$ cat src/rtl/fifo_arb_pkg.sv
// rtl/fifo_arb_pkg.sv - shared types, defaults and helpers for the FIFO write arbiter
package fifo_arb_pkg;

  typedef enum logic {
    IDLE  = 1'b0,
    BURST = 1'b1
  } arb_state_t;

  localparam int unsigned DEF_NUM_REQ    = 4;
  localparam int unsigned DEF_DATA_WIDTH = 32;
  localparam int unsigned DEF_MAX_BURST  = 8;

  // Width of a requester index; never below one bit.
  function automatic int unsigned id_width(input int unsigned n);
    return (n <= 2) ? 1 : $clog2(n);
  endfunction

endpackage

$ cat src/rtl/rr_picker.sv
// rtl/rr_picker.sv - combinational rotating-priority one-hot picker
module rr_picker
  import fifo_arb_pkg::*;
#(
  parameter int unsigned NUM_REQ = DEF_NUM_REQ,
  parameter int unsigned PTR_W   = id_width(NUM_REQ)
) (
  input  logic [NUM_REQ-1:0] req,
  input  logic [PTR_W-1:0]   rr_ptr,
  output logic [NUM_REQ-1:0] onehot
);

  logic [2*NUM_REQ-1:0] rot_dbl;
  logic [NUM_REQ-1:0]   rot;
  logic [NUM_REQ-1:0]   rot_oh;
  logic [2*NUM_REQ-1:0] back_dbl;

  // Rotate so rr_ptr sits at bit 0, isolate the lowest set bit, rotate back.
  always_comb begin
    rot_dbl  = {req, req} >> rr_ptr;
    rot      = rot_dbl[NUM_REQ-1:0];
    rot_oh   = rot & (~rot + {{(NUM_REQ-1){1'b0}}, 1'b1});
    back_dbl = {rot_oh, rot_oh} << rr_ptr;
    onehot   = back_dbl[2*NUM_REQ-1:NUM_REQ];
  end

endmodule

$ cat src/rtl/fifo_wr_arbiter.sv
// rtl/fifo_wr_arbiter.sv - round-robin write arbiter in front of an async FIFO write port
// Burst mode (owner-locked multi-beat grants) is compiled in with FIFO_ARB_BURST_EN.
module fifo_wr_arbiter
  import fifo_arb_pkg::*;
#(
  parameter int unsigned NUM_REQ    = DEF_NUM_REQ,
  parameter int unsigned DATA_WIDTH = DEF_DATA_WIDTH,
  parameter int unsigned MAX_BURST  = DEF_MAX_BURST
) (
  input  logic                            wr_clk,
  input  logic                            wr_rst,
  input  logic [NUM_REQ-1:0]              req,
  input  logic [NUM_REQ*DATA_WIDTH-1:0]   req_data,
  output logic [NUM_REQ-1:0]              gnt,
  input  logic                            fifo_full,
  output logic                            fifo_wr_en,
  output logic [DATA_WIDTH-1:0]           fifo_wr_data,
  output logic [id_width(NUM_REQ)-1:0]    grant_id,
  output logic [31:0]                     xfer_cnt
);

  localparam int unsigned IDW = id_width(NUM_REQ);

  if (NUM_REQ < 2 || NUM_REQ > 8 || MAX_BURST < 2 || MAX_BURST > 255) begin : g_param_out_of_range
  end

  function automatic logic [IDW-1:0] next_idx(input logic [IDW-1:0] k);
    return (k == IDW'(NUM_REQ - 1)) ? '0 : k + 1'b1;
  endfunction

  logic [IDW-1:0]     rr_ptr_q, rr_ptr_d;
  logic [31:0]        xfer_cnt_q, xfer_cnt_d;
  logic [NUM_REQ-1:0] pick;
  logic [NUM_REQ-1:0] cand;
  logic               xfer;

  rr_picker #(
    .NUM_REQ (NUM_REQ),
    .PTR_W   (IDW)
  ) u_picker (
    .req    (req),
    .rr_ptr (rr_ptr_q),
    .onehot (pick)
  );

`ifdef FIFO_ARB_BURST_EN
  localparam logic [7:0] MAX_BEATS = 8'(MAX_BURST);

  arb_state_t         state_q, state_d;
  logic [IDW-1:0]     owner_q, owner_d;
  logic [7:0]         beat_cnt_q, beat_cnt_d;
  logic [NUM_REQ-1:0] owner_oh;

  always_comb begin
    owner_oh          = '0;
    owner_oh[owner_q] = 1'b1;
    cand              = (state_q == BURST) ? (req & owner_oh) : pick;
  end
`else
  always_comb begin
    cand = pick;
  end
`endif

  always_comb begin
    gnt          = (wr_rst || fifo_full) ? '0 : cand;
    xfer         = |(req & gnt);
    fifo_wr_en   = xfer;
    fifo_wr_data = '0;
    grant_id     = '0;
    for (int k = 0; k < int'(NUM_REQ); k++) begin
      if (gnt[k]) begin
        fifo_wr_data = fifo_wr_data | req_data[k*DATA_WIDTH +: DATA_WIDTH];
        grant_id     = grant_id | IDW'(k);
      end
    end
  end

  always_comb begin
    rr_ptr_d   = rr_ptr_q;
    xfer_cnt_d = xfer_cnt_q + 32'(xfer);
`ifdef FIFO_ARB_BURST_EN
    state_d    = state_q;
    owner_d    = owner_q;
    beat_cnt_d = beat_cnt_q;
    case (state_q)
      IDLE: begin
        if (xfer) begin
          state_d    = BURST;
          owner_d    = grant_id;
          beat_cnt_d = 8'd1;
          rr_ptr_d   = next_idx(grant_id);
        end
      end
      BURST: begin
        // A dropped owner request ends the burst even while the FIFO is full.
        if (!req[owner_q]) begin
          state_d    = IDLE;
          beat_cnt_d = '0;
          rr_ptr_d   = next_idx(owner_q);
        end else if (xfer) begin
          if (beat_cnt_q + 8'd1 == MAX_BEATS) begin
            state_d    = IDLE;
            beat_cnt_d = '0;
            rr_ptr_d   = next_idx(owner_q);
          end else begin
            beat_cnt_d = beat_cnt_q + 8'd1;
          end
        end
      end
      default: state_d = IDLE;
    endcase
`else
    if (xfer) begin
      rr_ptr_d = next_idx(grant_id);
    end
`endif
  end

  always_ff @(posedge wr_clk or posedge wr_rst) begin
    if (wr_rst) begin
      rr_ptr_q   <= '0;
      xfer_cnt_q <= '0;
`ifdef FIFO_ARB_BURST_EN
      state_q    <= IDLE;
      owner_q    <= '0;
      beat_cnt_q <= '0;
`endif
    end else begin
      rr_ptr_q   <= rr_ptr_d;
      xfer_cnt_q <= xfer_cnt_d;
`ifdef FIFO_ARB_BURST_EN
      state_q    <= state_d;
      owner_q    <= owner_d;
      beat_cnt_q <= beat_cnt_d;
`endif
    end
  end

  assign xfer_cnt = xfer_cnt_q;

endmodule

$ cat config.mk
export PLATFORM = sky130hd
export DESIGN_NAME = fifo_wr_arbiter
export DESIGN_NICKNAME = d
export VERILOG_FILES = /design/src/rtl/fifo_arb_pkg.sv /design/src/rtl/rr_picker.sv /design/src/rtl/fifo_wr_arbiter.sv
export SDC_FILE = /design/constraint.sdc
export NUM_CORES = 1
export LEC_CHECK = 0
export BUFFER_PORTS_ARGS = -buffer_cell sky130_fd_sc_hd__clkbuf_2
export CAP_MARGIN = 0
export CORE_ASPECT_RATIO = 0.5
export CORE_MARGIN = 1.5
export CORE_UTILIZATION = 30
export CTS_CLUSTER_DIAMETER = 80
export DETAILED_ROUTE_END_ITERATION = 12
export GPL_TIMING_DRIVEN = 0
export PLACE_DENSITY_LB_ADDON = 0.2
export SYNTH_ARGS = -nofsm -noshare
export SYNTH_HDL_FRONTEND = slang
export SYNTH_SLANG_ARGS = --single-unit
$ cat constraint.sdc
create_clock -name wr_clk -period 2.9 [get_ports wr_clk]
set_clock_uncertainty 0.1 [all_clocks]
set_input_delay 0.145 -clock wr_clk [delete_from_list [all_inputs] [get_ports wr_clk]]
set_output_delay 0.145 -clock wr_clk [all_outputs]
set_load 0.01 [all_outputs]
* Word level (Yosys, flattened, before mapping)
Index checks and enable logic that the tools add are counted.
Word-level totals: output and inout port bits 71, input port bits 135, register bits after elaboration 34, word-level logic and storage cells 25
Operators by class: add/subtract/negate cells 3, reductions and logical operators 2, bitwise logic cells 6, equal/unequal tests 1, shift-type cells 2, multiplexer cells 9
Operators by type and width (count):
- two-way mux 32 bit | 4
- bitwise OR 32 bit | 3
- adder 32 x 1 -> 32 bit | 1
- bitwise AND 4 bit | 2
- left shift 8 x 2 -> 8 bit | 1
- >> shifter 8 x 2 -> 4 bit | 1
- two-way mux 2 bit | 3
- adder 4 x 1 -> 4 bit (second input constant) | 1
- two-way mux 4 bit | 1
- NOT 4 bit | 1
- OR reduction 4 bit | 1
- adder 2 x 1 -> 2 bit (second input constant) | 1
- == test 2 bit (second input constant) | 1
- logical OR 1 bit | 1
- two-way mux 1 bit | 1

* Depth between registers and ports, before layout
depth after elaboration 13, gate-level depth with buffers 10, gate-level depth less buffers 10

* Cells and area by module
From an unflattened synthesis, not the netlist that was laid out.
Second synthesis, totals: cells, all modules 265, area total of the unflattened synthesis 2362.3 um^2
By module, submodules not included:
- fifo_wr_arbiter | seq. area each 850.8 um^2, area each 2252.2 um^2, times used 1, cells an instance 248
- rr_picker | seq. area each 0.0 um^2, area each 110.1 um^2, times used 1, cells an instance 17

* Worst setup path after synthesis
Ideal clock, no wire load.
path type reg-to-reg, from register rr_ptr_q[0], to register xfer_cnt_q[29], in the netlist xfer_cnt[29], stages on the path, launching flop included 11, setup time 0.126 ns, required time 2.674 ns, path buffers 0, period minus slack after synthesis 2.845 ns, setup slack 0.055 ns, data arrival time 2.619 ns, path through dfrtp_1 -> nand2b_1 -> a21oi_1 -> nor3_1 -> or3_1 -> ha_1 -> and4_1 -> nand2_1 -> nor4_1 -> nand3_1 -> xnor2_1
On the way: cells in the longest elaborated chain, start to end 9
RTL lines:
- start, declared | line fifo_wr_arbiter.sv:31 | logic [IDW-1:0] rr_ptr_q, rr_ptr_d;
- start signal, assigned | line fifo_wr_arbiter.sv:130 | rr_ptr_q <= rr_ptr_d;
- >> shifter 8 x 2 -> 4 bit | line rr_picker.sv:20 | rot_dbl = {req, req} >> rr_ptr;
- NOT 4 bit | line rr_picker.sv:22 | rot_oh = rot & (~rot + {{(NUM_REQ-1){1'b0}}, 1'b1});
- adder 4 x 1 -> 4 bit | line rr_picker.sv:22
- bitwise AND 4 bit | line rr_picker.sv:22
- left shift 8 x 2 -> 8 bit * | line rr_picker.sv:23 | back_dbl = {rot_oh, rot_oh} << rr_ptr;
- two-way mux 4 bit * | line fifo_wr_arbiter.sv:66 | gnt = (wr_rst || fifo_full) ? '0 : cand;
- bitwise AND 4 bit * | line fifo_wr_arbiter.sv:67 | xfer = |(req & gnt);
- OR reduction 4 bit * | line fifo_wr_arbiter.sv:67
- via fifo_wr_en | line fifo_wr_arbiter.sv:16 | output logic fifo_wr_en,
- adder 32 x 1 -> 32 bit * | line fifo_wr_arbiter.sv:81 | xfer_cnt_d = xfer_cnt_q + 32'(xfer);
- via xfer_cnt_d[29] | line fifo_wr_arbiter.sv:32 | logic [31:0] xfer_cnt_q, xfer_cnt_d;
- end signal, assigned | line fifo_wr_arbiter.sv:131 | xfer_cnt_q <= xfer_cnt_d;
- end, declared | line fifo_wr_arbiter.sv:32
Mark *: on every way through the listed nets, which the timed path passes. The rest lies on a longest branch. A chain may end at the register's enable or synchronous reset.

* Final worst setup path
from register rr_ptr_q[0], to register xfer_cnt_q[28], in the netlist xfer_cnt[28]
On the way: cells in the longest elaborated chain, start to end 9
RTL lines (line):
- >> shifter 8 x 2 -> 4 bit | rr_picker.sv:20
- NOT 4 bit | rr_picker.sv:22
- adder 4 x 1 -> 4 bit | rr_picker.sv:22
- bitwise AND 4 bit | rr_picker.sv:22
- left shift 8 x 2 -> 8 bit * | rr_picker.sv:23
- two-way mux 4 bit * | fifo_wr_arbiter.sv:66
- bitwise AND 4 bit * | fifo_wr_arbiter.sv:67
- OR reduction 4 bit * | fifo_wr_arbiter.sv:67
- adder 32 x 1 -> 32 bit * | fifo_wr_arbiter.sv:81
- via xfer_cnt_d[28] | fifo_wr_arbiter.sv:32
Marks and branches as above.

==> impl_metrics.json <==
{
  "end_kind": "flip-flop",
  "final_common_cell": "clkbuf_2",
  "clock.fmax_mhz": 362,
  "hold_path_class": "flip-flop to flip-flop",
  "ys_types": 33,
  "period_minus_slack_ps": 2760,
  "r2r_start": "rr_ptr_q[0]",
  "relSlewSlack_pct": 52.8,
  "overflow": 0,
  "totalPowerFinal_mw": 1.72,
  "routed_wl_um": 7780,
  "antenna_left": 0,
  "synthTopCellsByArea": "dfrtp_1 38%, a222oi_1 14%, nand2_1 13%",
  "p_switching_uw": 589,
  "fillers": 715,
  "sequentialPowerShare_pct": 35.6,
  "cap_violations": 0,
  "clk_latency_ps": 270,
  "multiInputGateArea_um2": 1400,
  "drt-initial-drc-count": 234,
  "crit_required_ps": 3000,
  "async_flop_share_pct": 100,
  "viasPerCell": 4.84,
  "criticalPathCategory": "flip-flop to flip-flop",
  "ys_seq_area_share_pct": 37.7,
  "critPathArrivalTime_ps": 2860,
  "grt_max_degree": 35,
  "outcome": "finished, final reports clean",
  "syn_area_per_cell_um2": 8.64,
  "grt_pass1_wl_um": 12200,
  "synth-edff-count": 0,
  "yosys.area.top_type_share_pct": 37.7,
  "portBuffers": 205,
  "synth_nets": 399,
  "p_comb_share_pct": 35.7,
  "critPathLaunch": "rr_ptr_q[0]",
  "gp_congestion": 0.871,
  "p_int_mw": 1.13,
  "critPathLaunchType": "flip-flop",
  "layout_common_cells": "205 x clkbuf_2, 76 x nand2_1, 33 x dfrtp_1",
  "grt_usage_pct": 18.4,
  "drc": 0,
  "place_hpwl_um": 6160,
  "io_pins": 206,
  "cts_buffer_depth": 2,
  "seqCellArea_um2": 852,
  "wire_per_inst_um": 13.5,
  "area_delta_synth_final_pct": 62.4,
  "layout-drive-gt1-share_pct": 49.7,
  "crit_fanout": 7,
  "die_h_um": 64.3,
  "cts_tree": "yes",
  "die_w_um": 126,
  "clock_tree.root_cell": "clkbuf_16",
  "max-vdd-ir-drop_v": 0.000212,
  "cts_max_level": 2,
  "clkSinkCount": 34,
  "p_clk_share_pct": 28.7,
  "numCtsBuffers": 5,
  "first_pass_iters": 7,
  "first_global_vias": 2548,
  "setup_slack_ps": 139,
  "vias": 2790,
  "yosysWarnings": 0,
  "die-area_um2": 8080,
  "synthFlopType": "dfrtp_1",
  "initial_utilization_pct": 30.9,
  "p_per_area_nw_per_um2": 469,
  "hold_start": "xfer_cnt[31]",
  "core_area_um2": 7290,
  "synthCells": 261,
  "n_antenna_cell": 0,
  "nets": 619,
  "synth_top_cell_by_area": "dfrtp_1",
  "row_count": 22,
  "p_leak_nw": 2.08,
  "ys_ff_latch": 34,
  "finalSetupViolations": 0,
  "report.final.slew_viol_count": 0,
  "worst_pin_slew_ps": 708,
  "swShare_pct": 34.3,
  "hold_violations": 0,
  "dp_slack_ps": -368,
  "clkTransAtPathRegs_ps": 50,
  "antenna_found_initial": 0,
  "synth_area_um2": 2250,
  "period_share_pct": 95.2
}
==> metrics by stage <==
| step | utilization [%] | hold slack, ps | TNS [ps] | instances | area, µm² |
|---|---|---|---|---|---|
| floorplan | - | 187 | 0 | 261 | 2250 |
| CTS | 49.0 | 182 | 0 | 569 | 3580 |
| global placement | 46.6 | 362 | -2320 | 562 | 3400 |
| global route | 50.2 | 397 | -36.5 | 577 | 3660 |
| finish | 50.2 | 372 | 0 | 577 | 3660 |
| detailed placement | 46.6 | 372 | -2280 | 562 | 3400 |
==> metal layers <==
| layer | track usage, % | vias to the layer above | routed length (µm) |
|---|---|---|---|
| li1 | - | 1415 | - |
| met1 | 24.0 | 1268 | 3390 |
| met2 | 30.8 | 98 | 3830 |
| met3 | 3.77 | 9 | 476 |
| met4 | 5.54 | 0 | 77 |
| met5 | 0 | - | 0 |
==> repair_timing <==
item,CTS,global route
setup buffers,0,7
endpoints found under the hold margin,0,34
setup endpoints to repair,11,11
resized for setup,7,5
pin swaps,0,3
hold buffers,0,1
==> sequential cells by signal (all words and copies together) (netlist names) <==
register  flops
rr_ptr_q      2
xfer_cnt     32
==> power groups by stage <==
stage | Combinational [mW] | Clock (mW) | Sequential, mW
global route | 0.675 | 0.531 | 0.622
floorplan | 0.296 | 0 | 0.613
detailed placement | 0.577 | 0 | 0.612
finish | 0.613 | 0.493 | 0.611
global placement | 0.578 | 0 | 0.611
CTS | 0.595 | 0.508 | 0.604
==> logic make-up after synthesis <==
group | count (synthesis) | synth area share [%]
flip-flops | 34 | 37.7
AO/OA/AOI/OAI | 46 | 18.1
buffers and inverters | 18 | 3.00
XOR/XNOR | 30 | 11.7
adder cells (fa/ha/maj) | 3 | 1.66
AND/OR/NAND/NOR | 129 | 27.3
multiplexers | 1 | 0.499
==> path summary, 6_finish.rpt <==
| path | end | slack [ps] | cells past startpoint |
|---|---|---|---|
| max in group asynchronous | rr_ptr_q[0] | 1740 | 3 |
| min in group asynchronous | xfer_cnt[0] | 460 | 3 |
| max | xfer_cnt[28] | 140 | 10 |
| max reg2reg | xfer_cnt[28] | 140 | 10 |
| min reg2reg | xfer_cnt[31] | 370 | 1 |
| min | xfer_cnt[31] | 370 | 1 |
==> final cells by class <==
cell class,instances,share of cell area [%]
inverters,5,0.512
plain buffers,13,1.33
well taps,96,3.28
flip-flops and latches,34,23.3
repair buffers,213,29.7
multi-input cells,209,38.2
clock buffers,5,3.42
clock inverters,2,0.273
==> synth_stat cells (2+ instances only) <==
library cell / number
dfrtp_1: 34
nor2_1: 10
nand2b_1: 5
nor3_2: 2
a222oi_1: 32
nand3_1: 14
a21oi_1: 5
xnor2_1: 22
nand4_1: 4
clkbuf_1: 13
o21ai_0: 4
inv_1: 5
ha_1: 3
nand2_1: 77
and4_2: 2
nor3_1: 4
and4_1: 2
xor2_1: 8
==> critical path, cell delays in order (launching register included) <==
cell      delay [ps]
dfrtp_2          410
nand2b_1         180
a21oi_1           90
nor3_2           320
or3_4            210
ha_1             190
ha_1             260
nand4_4          140
or4_4            480
nor3_2           150
xor2_1           150
Power figures use the tool's default switching activity.
